--- config.mk ---
export PLATFORM = sky130hd
export DESIGN_NAME = multicycle_controller
export DESIGN_NICKNAME = d
export VERILOG_FILES = /design/src/rtl/multicycle_pkg.sv /design/src/rtl/multicycle_controller.sv
export SDC_FILE = /design/constraint.sdc
export NUM_CORES = 1
export LEC_CHECK = 0
export ABC_AREA = 1
export CAP_MARGIN = 40
export CELL_PAD_IN_SITES_DETAIL_PLACEMENT = 0
export CELL_PAD_IN_SITES_GLOBAL_PLACEMENT = 1
export CORE_ASPECT_RATIO = 0.5
export CORE_MARGIN = 5
export CORE_UTILIZATION = 23
export CTS_CLUSTER_SIZE = 14
export DETAILED_ROUTE_END_ITERATION = 7
export PLACE_DENSITY = 0.77
export REMOVE_ABC_BUFFERS = 1
export SYNTH_ARGS = -nofsm -noshare
export SYNTH_HDL_FRONTEND = slang
export SYNTH_SLANG_ARGS = --single-unit
--- constraint.sdc ---
create_clock -name clk -period 1 [get_ports clk]
set_input_delay 0.15 -clock clk [delete_from_list [all_inputs] [get_ports clk]]
set_output_delay 0.15 -clock clk [all_outputs]
set_load 0.02 [all_outputs]
--- src/rtl/multicycle_pkg.sv ---
// rtl/multicycle_pkg.sv - opcodes, ALU ops, mux selects and state encoding for the multicycle controller
package multicycle_pkg;

  localparam logic [5:0] OP_NOP  = 6'h00;
  localparam logic [5:0] OP_ADD  = 6'h01;
  localparam logic [5:0] OP_SUB  = 6'h02;
  localparam logic [5:0] OP_AND  = 6'h03;
  localparam logic [5:0] OP_OR   = 6'h04;
  localparam logic [5:0] OP_ADDI = 6'h05;
  localparam logic [5:0] OP_ORI  = 6'h06;
  localparam logic [5:0] OP_LW   = 6'h07;
  localparam logic [5:0] OP_SW   = 6'h08;
  localparam logic [5:0] OP_BEQ  = 6'h09;
  localparam logic [5:0] OP_J    = 6'h0A;
  localparam logic [5:0] OP_HALT = 6'h3F;

  localparam logic [3:0] ALU_ADD = 4'd0;
  localparam logic [3:0] ALU_SUB = 4'd1;
  localparam logic [3:0] ALU_AND = 4'd2;
  localparam logic [3:0] ALU_OR  = 4'd3;

  localparam logic [1:0] SRCB_REGB = 2'b00;
  localparam logic [1:0] SRCB_ONE  = 2'b01;
  localparam logic [1:0] SRCB_SEXT = 2'b10;
  localparam logic [1:0] SRCB_ZEXT = 2'b11;

  localparam logic [1:0] PCSRC_ALU    = 2'b00;
  localparam logic [1:0] PCSRC_ALUREG = 2'b01;
  localparam logic [1:0] PCSRC_JUMP   = 2'b10;

  typedef enum logic [3:0] {
    S_FETCH,
    S_DECODE,
    S_EXEC_R,
    S_EXEC_I,
    S_WB_ALU,
    S_MEM_LD,
    S_WB_MEM,
    S_MEM_ST,
    S_BRANCH,
    S_JUMP,
    S_HALT
  } state_t;

endpackage

--- src/rtl/multicycle_controller.sv ---
// rtl/multicycle_controller.sv - Moore control FSM for the multicycle CPU datapath
// Optional MULTICYCLE_CONTROLLER_ILLEGAL_TRAP_EN: undefined opcodes halt and raise sticky illegal_op.
module multicycle_controller
  import multicycle_pkg::*;
#(
  parameter int OPCODE_W = 6,
  parameter int ALUOP_W  = 4
) (
  input  logic                clk,
  input  logic                reset,
  input  logic [OPCODE_W-1:0] opcode,
  input  logic                alu_zero,
  output logic                PCWrite,
  output logic                PCWriteCond,
  output logic                IorD,
  output logic                MemRead,
  output logic                MemWrite,
  output logic                IRWrite,
  output logic                MemtoReg,
  output logic                ALUSrcA,
  output logic                RegWrite,
  output logic                RegDst,
  output logic [1:0]          PCSource,
  output logic [1:0]          ALUSrcB,
  output logic [ALUOP_W-1:0]  ALUOp,
  output logic                halted,
`ifdef MULTICYCLE_CONTROLLER_ILLEGAL_TRAP_EN
  output logic                illegal_op,
`endif
  output logic [3:0]          state_dbg
);

  state_t     state, next_state;
  logic [3:0] exec_alu, dec_alu, alu_sel;
  logic       unused_alu_zero;

  // The datapath gates PCWriteCond with alu_zero, so the flag never reaches this FSM.
  assign unused_alu_zero = alu_zero;

`ifdef MULTICYCLE_CONTROLLER_ILLEGAL_TRAP_EN
  logic dec_illegal, illegal_q;
`endif

  always_ff @(posedge clk) begin
    if (reset) begin
      state    <= S_FETCH;
      exec_alu <= ALU_ADD;
`ifdef MULTICYCLE_CONTROLLER_ILLEGAL_TRAP_EN
      illegal_q <= 1'b0;
`endif
    end else begin
      state <= next_state;
      // Execute-stage ALU op is captured at decode so later opcode changes are ignored.
      if (state == S_DECODE) exec_alu <= dec_alu;
`ifdef MULTICYCLE_CONTROLLER_ILLEGAL_TRAP_EN
      if (state == S_DECODE && dec_illegal) illegal_q <= 1'b1;
`endif
    end
  end

  always_comb begin
    next_state = state;
    dec_alu    = ALU_ADD;
`ifdef MULTICYCLE_CONTROLLER_ILLEGAL_TRAP_EN
    dec_illegal = 1'b0;
`endif
    case (state)
      S_FETCH:  next_state = S_DECODE;
      S_DECODE: begin
        case (opcode)
          OPCODE_W'(OP_NOP):  next_state = S_FETCH;
          OPCODE_W'(OP_ADD):  next_state = S_EXEC_R;
          OPCODE_W'(OP_SUB):  begin next_state = S_EXEC_R; dec_alu = ALU_SUB; end
          OPCODE_W'(OP_AND):  begin next_state = S_EXEC_R; dec_alu = ALU_AND; end
          OPCODE_W'(OP_OR):   begin next_state = S_EXEC_R; dec_alu = ALU_OR;  end
          OPCODE_W'(OP_ADDI): next_state = S_EXEC_I;
          OPCODE_W'(OP_ORI):  begin next_state = S_EXEC_I; dec_alu = ALU_OR;  end
          OPCODE_W'(OP_LW):   next_state = S_MEM_LD;
          OPCODE_W'(OP_SW):   next_state = S_MEM_ST;
          OPCODE_W'(OP_BEQ):  next_state = S_BRANCH;
          OPCODE_W'(OP_J):    next_state = S_JUMP;
          OPCODE_W'(OP_HALT): next_state = S_HALT;
          default: begin
`ifdef MULTICYCLE_CONTROLLER_ILLEGAL_TRAP_EN
            next_state  = S_HALT;
            dec_illegal = 1'b1;
`else
            next_state  = S_FETCH;
`endif
          end
        endcase
      end
      S_EXEC_R: next_state = S_WB_ALU;
      S_EXEC_I: next_state = S_WB_ALU;
      S_WB_ALU: next_state = S_FETCH;
      S_MEM_LD: next_state = S_WB_MEM;
      S_WB_MEM: next_state = S_FETCH;
      S_MEM_ST: next_state = S_FETCH;
      S_BRANCH: next_state = S_FETCH;
      S_JUMP:   next_state = S_FETCH;
      S_HALT:   next_state = S_HALT;
      default:  next_state = S_FETCH;
    endcase
  end

  // Output decode; reset blanks every line so an abandoned instruction issues no writes.
  always_comb begin
    PCWrite     = 1'b0;
    PCWriteCond = 1'b0;
    IorD        = 1'b0;
    MemRead     = 1'b0;
    MemWrite    = 1'b0;
    IRWrite     = 1'b0;
    MemtoReg    = 1'b0;
    ALUSrcA     = 1'b0;
    RegWrite    = 1'b0;
    RegDst      = 1'b0;
    PCSource    = PCSRC_ALU;
    ALUSrcB     = SRCB_REGB;
    alu_sel     = ALU_ADD;
    halted      = 1'b0;
    if (!reset) begin
      case (state)
        S_FETCH: begin
          ALUSrcB = SRCB_ONE;
          PCWrite = 1'b1;
          IRWrite = 1'b1;
          MemRead = 1'b1;
        end
        S_DECODE: ALUSrcB = SRCB_SEXT;
        S_EXEC_R: begin
          ALUSrcA = 1'b1;
          alu_sel = exec_alu;
        end
        S_EXEC_I: begin
          ALUSrcA = 1'b1;
          ALUSrcB = (exec_alu == ALU_OR) ? SRCB_ZEXT : SRCB_SEXT;
          alu_sel = exec_alu;
        end
        S_WB_ALU: begin
          RegWrite = 1'b1;
          RegDst   = 1'b1;
        end
        S_MEM_LD: begin
          MemRead = 1'b1;
          IorD    = 1'b1;
        end
        S_WB_MEM: begin
          RegWrite = 1'b1;
          MemtoReg = 1'b1;
        end
        S_MEM_ST: begin
          MemWrite = 1'b1;
          IorD     = 1'b1;
        end
        S_BRANCH: begin
          ALUSrcA     = 1'b1;
          alu_sel     = ALU_SUB;
          PCWriteCond = 1'b1;
          PCSource    = PCSRC_ALUREG;
        end
        S_JUMP: begin
          PCWrite  = 1'b1;
          PCSource = PCSRC_JUMP;
        end
        S_HALT:  halted = 1'b1;
        default: ;
      endcase
    end
  end

  assign ALUOp     = ALUOP_W'(alu_sel);
  assign state_dbg = reset ? 4'd0 : state;
`ifdef MULTICYCLE_CONTROLLER_ILLEGAL_TRAP_EN
  assign illegal_op = illegal_q & ~reset;
`endif

endmodule
### Word level (Yosys, flattened, before mapping)

Index checks and enable logic that the tools add are counted.

| word-level totals | value |
|---|---|
| flip-flop bits (word level) | 8 |
| output and inout port bits | 23 |
| memories | 0 |
| ROM bits | 0 |
| bits in latches | 0 |
| logic and storage cells | 67 |
| bits in writable memories | 0 |

| operators by class | value |
|---|---|
| reduce and logical (&&, ||, !) cells | 10 |
| muxes and demuxes | 33 |
| shifts and indexed selects | 0 |
| bitwise logic cells | 0 |
| divide/modulo/power cells | 0 |
| $add $sub $neg | 0 |
| $mul | 0 |
| $lt $le $gt $ge | 0 |
| equal/unequal tests | 22 |

Operator list:

| cell | count |
|---|---|
| $pmux W4 S7 | 1 |
| $eq A6 B3 Y1 const B | 4 |
| $mux W1 | 23 |
| $pmux W4 S5 | 1 |
| $eq A6 B4 Y1 const B | 3 |
| $eq A4 B3 Y1 const B | 4 |
| $reduce_or A2 Y1 | 7 |
| $eq A4 B2 Y1 const B | 3 |
| $eq A4 B4 Y1 const B | 3 |
| $eq A6 B2 Y1 const B | 2 |
| $pmux W2 S3 | 2 |
| $mux W4 | 2 |
| $pmux W4 S2 | 1 |
| $eq A6 B1 Y1 const B | 1 |
| $eq A6 B6 Y1 const B | 1 |
| $eq A4 B1 Y1 const B | 1 |
| $logic_not A4 Y1 | 1 |
| $mux W2 | 2 |
| $pmux W2 S2 | 1 |
| $reduce_or A4 Y1 | 1 |
| $reduce_or A3 Y1 | 1 |

### Longest topological paths before layout

Gate-level depths: netlist of run 1.

| logic depth | value |
|---|---|
| depth in word-level cells | 4 |
| gate-level depth with buffers | 9 |

### Least setup slack after synthesis of run 1

OpenSTA, ideal clock, no wires.

| timing | value |
|---|---|
| path type | reg-to-output |
| start point | reg state[2] |
| end point | out MemWrite |
| cell stages (with the launch flop) | 5 |
| arrival time | 1.356 ns |
| path buffers | 0 |
| path slack | -0.506 ns |
| path through | dfxtp_1 inv_2 nor2_1 nand2_1 nor3_1 |

| between the ends | value |
|---|---|
| word-level cells in the longest chain between the ends | 3 |

RTL lines:

| what | line | text |
|---|---|---|
| start, declared | multicycle_controller.sv:33 | `state_t state, next_state;` |
| start signal, assigned | multicycle_controller.sv:52 | `state <= next_state;` |
| $eq A4 B3 Y1 | multicycle_controller.sv:123 | `case (state)` |
| $mux W1 | multicycle_controller.sv:123 |  |
| $mux W1 | multicycle_controller.sv:122 | `if (!reset) begin` |
| end, declared | multicycle_controller.sv:17 | `output logic MemWrite,` |

Every way passes these cells.

### Worst setup path in the final report of run 1

| timing | value |
|---|---|
| start point | reg state[2] |
| end point | out PCWrite |

| between the ends | value |
|---|---|
| word-level cells in the longest chain between the ends | 4 |
| elaborated cells on any way between the ends | 5 |
| those cells by class | eq/ne: 1; mux: 2; reduce/logical: 2 |

RTL lines:

| what | line | text |
|---|---|---|
| $eq A4 B4 Y1 / $logic_not A4 Y1 (equally long branches) | multicycle_controller.sv:123 |  |
| $reduce_or A2 Y1 (no source line) (*) | - |  |
| $mux W1 (*) | multicycle_controller.sv:123 |  |
| $mux W1 (*) | multicycle_controller.sv:122 |  |
| end, declared | multicycle_controller.sv:13 | `output logic PCWrite,` |

Mark *: on every way between the ends. The rest lies on a longest branch, timed or not.

==> results.json, run 1 <==
{
  "status": "complete, but fails checks",
  "violations": "negative setup slack",
  "clock_latency_ps": 230,
  "antenna_found_initial": 0,
  "first_pass_iters": 4,
  "ctsHtreeMaxLevel": 1,
  "critical_path_arrival_ps": 1260,
  "die-area_mm2": 0.00413,
  "cp.required_ps": 850,
  "fin_nets": 183,
  "min_period_over_period_pct": 141,
  "maxCapViolCount": 0,
  "start_util_pct": 24.8,
  "drv_slew": 0,
  "cp-startpoint": "state[2]",
  "grt_setup_unrepaired": "true",
  "finalCriticalPeriod_ps": 1410,
  "remaining_drc_errors": 0,
  "finalSetupViolCount": 27,
  "n_antenna_cell": 0,
  "final_cells": 209,
  "synth_commonest_cells": "23 x nand2_1, 23 x nor2_1, 12 x inv_2, 11 x inv_1",
  "cts-root-buf": "clkbuf_8",
  "cts_hold_buf": 0,
  "hold_class": "input pin to flop",
  "yosysSeqAreaShare_pct": 18.1,
  "syn_area_um2": 664,
  "yosys_warnings": 0,
  "syn_avg_cell_area_um2": 5.78,
  "cts_buffers": 3,
  "netlist_instances": 115,
  "hpwl_mm": 1.72,
  "io_pins": 32,
  "drt_iter0_markers": 8,
  "first_global_vias": 817,
  "gp_congestion": 0.767,
  "clk_pin_slew_ps": 40,
  "die_h_um": 48.0,
  "reg2reg_from": "state[1]",
  "hp-start": "opcode[1]",
  "grt_max_degree": 9,
  "crit_fanout": 4,
  "synth_area_leader_cell": "dfxtp_1",
  "synthToLayoutAreaGrowth_pct": 108,
  "finClkSkew_ps": 6.15,
  "netlist_top_cells_area": "dfxtp_1 18%, nand2_1 13%, nor2_1 13%",
  "synth_cell_type_count": 24,
  "ys_seq_elements": 6,
  "antenna_left": 0,
  "via_per_inst": 4.19,
  "fmax_mhz": 710,
  "ir_drop_uv": 357,
  "grt_pass1_wl_mm": 3.57,
  "via_count": 876,
  "start_kind": "flop",
  "synth-async-reset-ratio_pct": 0,
  "num_rows": 13,
  "grt_use_total_pct": 11.0,
  "timing.hold.ws_ps": 476,
  "crit_path_end_kind": "primary output",
  "final-hold-violation-count": 0,
  "worst_slack_ps": -409,
  "finalPower_mw": 1.18,
  "routed_wirelength_mm": 2.22,
  "io_buffers": 28,
  "clock-sinks": 6,
  "dp.cells": 203,
  "synth_edf_count": 0,
  "cts_tree": "done",
  "synthFlopType": "dfxtp_1",
  "die_width_um": 86.0,
  "core_mm2": 0.00268,
  "drive_above_1_share_pct": 65.1,
  "cts.path.max_buffers": 2,
  "wl_per_cell_um": 10.6,
  "power.leakage_nw": 0.678,
  "netlist.area_leader.share_pct": 18.1,
  "crit_type": "flop to primary output",
  "grt_overflow": 0,
  "cellPowerDensity_mw_per_mm2": 852
}
==> report_power, final <==
part | internal [mW] | total, mW | switching [mW]
combinational | 0.250 | 0.535 | 0.285
clock | 0.259 | 0.366 | 0.107
sequential | 0.258 | 0.275 | 0.0165
total | 0.767 | 1.18 | 0.408
==> metal layers <==
layer / vias to the layer above / GRT usage (%) / wire length, um / part of all wire [%]
li1: 459 / - / - / -
met1: 398 / 13.2 / 1000 / 45
met2: 15 / 21.0 / 1100 / 50
met3: 4 / 0.687 / 69 / 3.1
met4: 0 / 5.68 / 44 / 2.0
met5: - / 0 / 0 / 0
==> layout make-up <==
type                    instances  area [um^2]
repair buffers                 57          509
well taps                      37         46.3
multi-input cells              83          559
clock buffers                   3         41.3
fillers                       261         1300
flip-flops and latches          6          128
inverters                      23         96.3
==> flip-flops by register name, indices dropped and copies added, names as in the netlist <==
| signal | flops |
|---|---|
| exec_alu | 2 |
| state | 4 |
==> timing repair <==
item	in CTS	in global routing
setup buffers	2	3
setup endpoints to repair	27	27
gates resized for setup	169	11
pin swaps	16	9
==> worst paths after layout <==
check                 to  slack (ps)  cells past startpoint
max reg2reg  exec_alu[1]        -200                      7
min reg2reg  exec_alu[0]         660                      5
min          exec_alu[0]         480                      5
max              PCWrite        -410                      8
==> logic make-up after synthesis <==
| group | synth area share (%) |
|---|---|
| flip-flops | 18.1 |
| AO/OA/AOI/OAI | 14.5 |
| AND/OR/NAND/NOR | 48.8 |
| other | 0.564 |
| buffers and inverters | 18.1 |
==> critical path: stages, from the launching register on <==
cell and delay (ps):
dfxtp_4 360, inv_6 90, nand2_8 60, nor2_4 100, inv_2 60, nor2_4 90
inv_2 50, o21ai_1 70, buf_4 160
==> placed cells by master, fill, tap and decap left out <==
master / synthesis / layout
dlygate4sd2_1: 0 / 6
nand2_2: 3 / 6
o21ai_1: 4 / 4
nand2_4: 1 / 2
buf_6: 1 / 19
clkbuf_8: 0 / 3
nor2_1: 23 / 9
o211ai_1: 1 / 1
nand4_1: 1 / 1
a21oi_1: 4 / 2
o21ai_2: 2 / 2
inv_2: 12 / 12
nor2_4: 3 / 11
dlymetal6s2s_1: 0 / 1
conb_1: 1 / 2
buf_2: 0 / 1
o21ai_0: 1 / 1
and2_4: 1 / 2
a21oi_2: 3 / 5
inv_6: 0 / 1
nand2_8: 0 / 1
dfxtp_4: 0 / 1
nand3_1: 6 / 5
dfxtp_1: 6 / 2
nor2_8: 1 / 1
inv_1: 11 / 8
nand3_2: 0 / 1
inv_4: 0 / 2
nor2_2: 1 / 7
nor3_2: 0 / 2
buf_4: 3 / 30
nand2_1: 23 / 18
dfxtp_2: 0 / 3
==> metrics by stage <==
step,util (%),setup TNS [ps],cell area [um^2],setup slack (ps)
2_1_floorplan,-,-4930,634,-627
3_3_place_gp,43.1,-18760,1160,-906
3_5_place_dp,43.1,-19060,1160,-927
4_1_cts,49.2,-6500,1320,-387
5_1_grt,51.4,-8320,1380,-461
6_report,51.4,-6830,1380,-409
No activity file was read; power rests on OpenSTA's default activity.
==> run 2, diff against run 1 <==
--- a/config.mk
+++ b/config.mk
@@ -5,16 +5,16 @@
 export SDC_FILE = /design/constraint.sdc
 export NUM_CORES = 1
 export LEC_CHECK = 0
-export ABC_AREA = 1
 export CAP_MARGIN = 40
 export CELL_PAD_IN_SITES_DETAIL_PLACEMENT = 0
 export CELL_PAD_IN_SITES_GLOBAL_PLACEMENT = 1
 export CORE_ASPECT_RATIO = 0.5
 export CORE_MARGIN = 5
-export CORE_UTILIZATION = 23
+export CORE_UTILIZATION = 25
 export CTS_CLUSTER_SIZE = 14
 export DETAILED_ROUTE_END_ITERATION = 7
-export PLACE_DENSITY = 0.77
+export MAX_ROUTING_LAYER = met4
+export PLACE_DENSITY = 0.78
 export REMOVE_ABC_BUFFERS = 1
 export SYNTH_ARGS = -nofsm -noshare
 export SYNTH_HDL_FRONTEND = slang
==> run 2 against run 1 <==
The run still ends with negative setup slack left. Via count grew 9.7%. Synthesized area is 6.6% higher. Worst hold slack hardly changed. First-iteration DRC count rose to 5.4 times the previous value. Largest cell class unchanged. Highest routed layer unchanged.
==> results.json, run 2 <==
{
  "status": "complete, but fails checks",
  "violations": "negative setup slack",
  "worst-path-buf-inv": 1,
  "synthFlopType": "dfxtp_1",
  "grt_pass1_wl_mm": 3.84,
  "fmax_mhz": 723,
  "hp-start": "opcode[1]",
  "drv_slew": 0,
  "min_path_cells": 4,
  "drive_above_1_share_pct": 66.5,
  "crit_path_end_kind": "primary output",
  "cp-startpoint": "state[2]",
  "die-area_mm2": 0.00406,
  "gp_congestion": 0.809,
  "final_area_mm2": 0.00155,
  "mostFrequentLayoutCells": "36 x buf_4, 24 x buf_6, 7 x nor2_1, 6 x nand2_1, 6 x dlygate4sd2_1",
  "core_mm2": 0.00265,
  "netlist_instances": 105,
  "crit_type": "flop to primary output",
  "crit_fanout": 6,
  "synth_mux_area_share_pct": 2.83,
  "routed_wirelength_mm": 2.67,
  "wl_per_cell_um": 13.3,
  "syn_area_um2": 708,
  "synth_cell_type_count": 40,
  "yosys.area_share.simple_pct": 37.5,
  "multi_input_area_um2": 697,
  "n_antenna_cell": 0,
  "netlist_top_cells_area": "dfxtp_1 17%, nor2_1 6.4%, nor3_1 4.9%",
  "synth_top_family_by_area": "simple AND/OR/NAND/NOR gates",
  "final_cells": 201,
  "clock_latency_ps": 220,
  "rr_worst_depth": 6,
  "cts_buffers": 3,
  "critical_path_arrival_ps": 1230,
  "ctsHtreeMaxLevel": 1,
  "dpl_cell_area_mm2": 0.00119,
  "synth_commonest_cells": "12 x nor2_1, 8 x nand2_1, 7 x nor3_1, 6 x dfxtp_1",
  "clock-sinks": 6,
  "yosysSeqAreaShare_pct": 17.0,
  "maxCapViolCount": 0,
  "cellPowerDensity_mw_per_mm2": 636,
  "worst_slack_ps": -383,
  "dp_slack_ps": -1000,
  "synth-async-reset-ratio_pct": 0,
  "hpwl_mm": 1.74,
  "io_pins": 32,
  "reg_top3": "state (4), exec_alu (2)",
  "antenna_left": 0,
  "worstPathCellList": "nor2b_4 > nand2b_4 > o21ai_1 > buf_4",
  "timing.rr.end": "state[1]",
  "remaining_drc_errors": 0,
  "first_pass_iters": 4,
  "synth-adder-area-share_pct": 0,
  "reg2reg_from": "state[1]",
  "cts.path.max_buffers": 2,
  "grt_setup_unrepaired": "true",
  "syn_avg_cell_area_um2": 6.74,
  "synth_area_leader_cell": "dfxtp_1",
  "regMostFlops": "state",
  "synthToLayoutAreaGrowth_pct": 119,
  "finalPower_uw": 987,
  "yosys_warnings": 0,
  "dp.cells": 189,
  "grt_max_degree": 8,
  "largest_register_ffs": 4,
  "synth_edf_count": 0,
  "via_count": 961,
  "die_width_um": 85.3,
  "synth_xor_area_share_pct": 2.47,
  "crit_cells": 4,
  "finClkSkew_ps": 0.877,
  "io_buffers": 28,
  "crit_family": "flip-flops",
  "num_rows": 13,
  "start_util_pct": 26.7,
  "grt_overflow": 0,
  "final_common_cell": "buf_4",
  "synth-compound-area-share_pct": 25.3,
  "first_global_vias": 868,
  "min_period_over_period_pct": 138,
  "fin_nets": 175,
  "via_per_inst": 4.78,
  "nFillCells": 227,
  "ys_seq_elements": 6,
  "seqCellArea_um2": 135,
  "critPathSlowestCell": "dfxtp_4",
  "die_h_um": 47.6,
  "ir_drop_uv": 318,
  "finalSetupViolCount": 27,
  "clk_pin_slew_ps": 40,
  "cts_tree": "done",
  "drt_iter0_markers": 43,
  "antenna_found_initial": 0,
  "cpPeakStageDelay_ps": 370,
  "endpoint": "MemRead",
  "start_kind": "flop",
  "hold_class": "input pin to flop",
  "grt_use_total_pct": 12.5,
  "ff2ff_setup_slack_ps": -360,
  "cp.required_ps": 850,
  "final-hold-violation-count": 0,
  "cts_hold_buf": 0,
  "finalCriticalPeriod_ps": 1380,
  "netlist.area_leader.share_pct": 17.0,
  "cts-root-buf": "clkbuf_8",
  "synth_most_common_cell": "nor2_1",
  "power.leakage_nw": 0.664
}
-- run 2: cell type report --
type / instances / share of cell area, %
Multi-Input combinational cell: 81 / 44.9
Timing Repair Buffer: 67 / 38.9
Sequential cell: 6 / 8.70
Tap cell: 37 / 2.98
Clock buffer: 3 / 2.66
Inverter: 7 / 1.85
-- run 2: worst register-to-register path: cells and delay by family, from the launching register on --
kind                   cells  cell delay [ps]
DFF                        1              390
and+or+nand+nor            3              320
buffers and inverters      2              280
AOI/OAI and AO/OA          1              260
-- run 2: worst min-delay path by stage --
stage | endpoint
after floorplan | exec_alu[0]
after global routing | exec_alu[0]
final | state[1]
after detailed placement | exec_alu[0]
after global placement | exec_alu[0]
after CTS | exec_alu[1]
-- run 2: per-layer routing --
layer / share of wire, % / GRT usage [%] / vias to the layer above
li1: - / - / 483
met1: 43 / 13.9 / 453
met2: 52 / 23.5 / 21
met3: 3.3 / 1.20 / 4
met4: 1.7 / 6.62 / 0
met5: 0 / - / -
-- run 2: what timing repair did --
item                                    4_1_cts  5_1_grt
endpoints found under the setup margin       27       27
pin swaps                                    13        8
gates resized for setup                     173       25
cloned                                        0        0
setup buffers                                 4        5
-- run 2: logic make-up (layout without fill, tap and decap cells) --
| family | Yosys count | in the layout |
|---|---|---|
| AO/OA/AOI/OAI | 24 | 24 |
| XOR/XNOR | 2 | 2 |
| buffers and inverters | 19 | 77 |
| flip-flops | 6 | 6 |
| multiplexers | 2 | 2 |
| other | 1 | 2 |
| AND/OR/NAND/NOR | 51 | 51 |
-- run 2: per-stage QoR --
stage	hold WS (ps)	setup TNS (ps)	util, %
global route	502	-8890	58.6
finish	475	-7560	58.6
global placement	475	-21850	44.8
CTS	469	-7100	53.6
floorplan	219	-6090	-
detailed placement	471	-22010	44.8
-- run 2: power breakdown --
| part | switching [mW] | leakage (nW) | internal, mW |
|---|---|---|---|
| combinational | 0.190 | 0.591 | 0.188 |
| clock | 0.101 | 0.0216 | 0.258 |
| sequential | 0.0108 | 0.0516 | 0.238 |
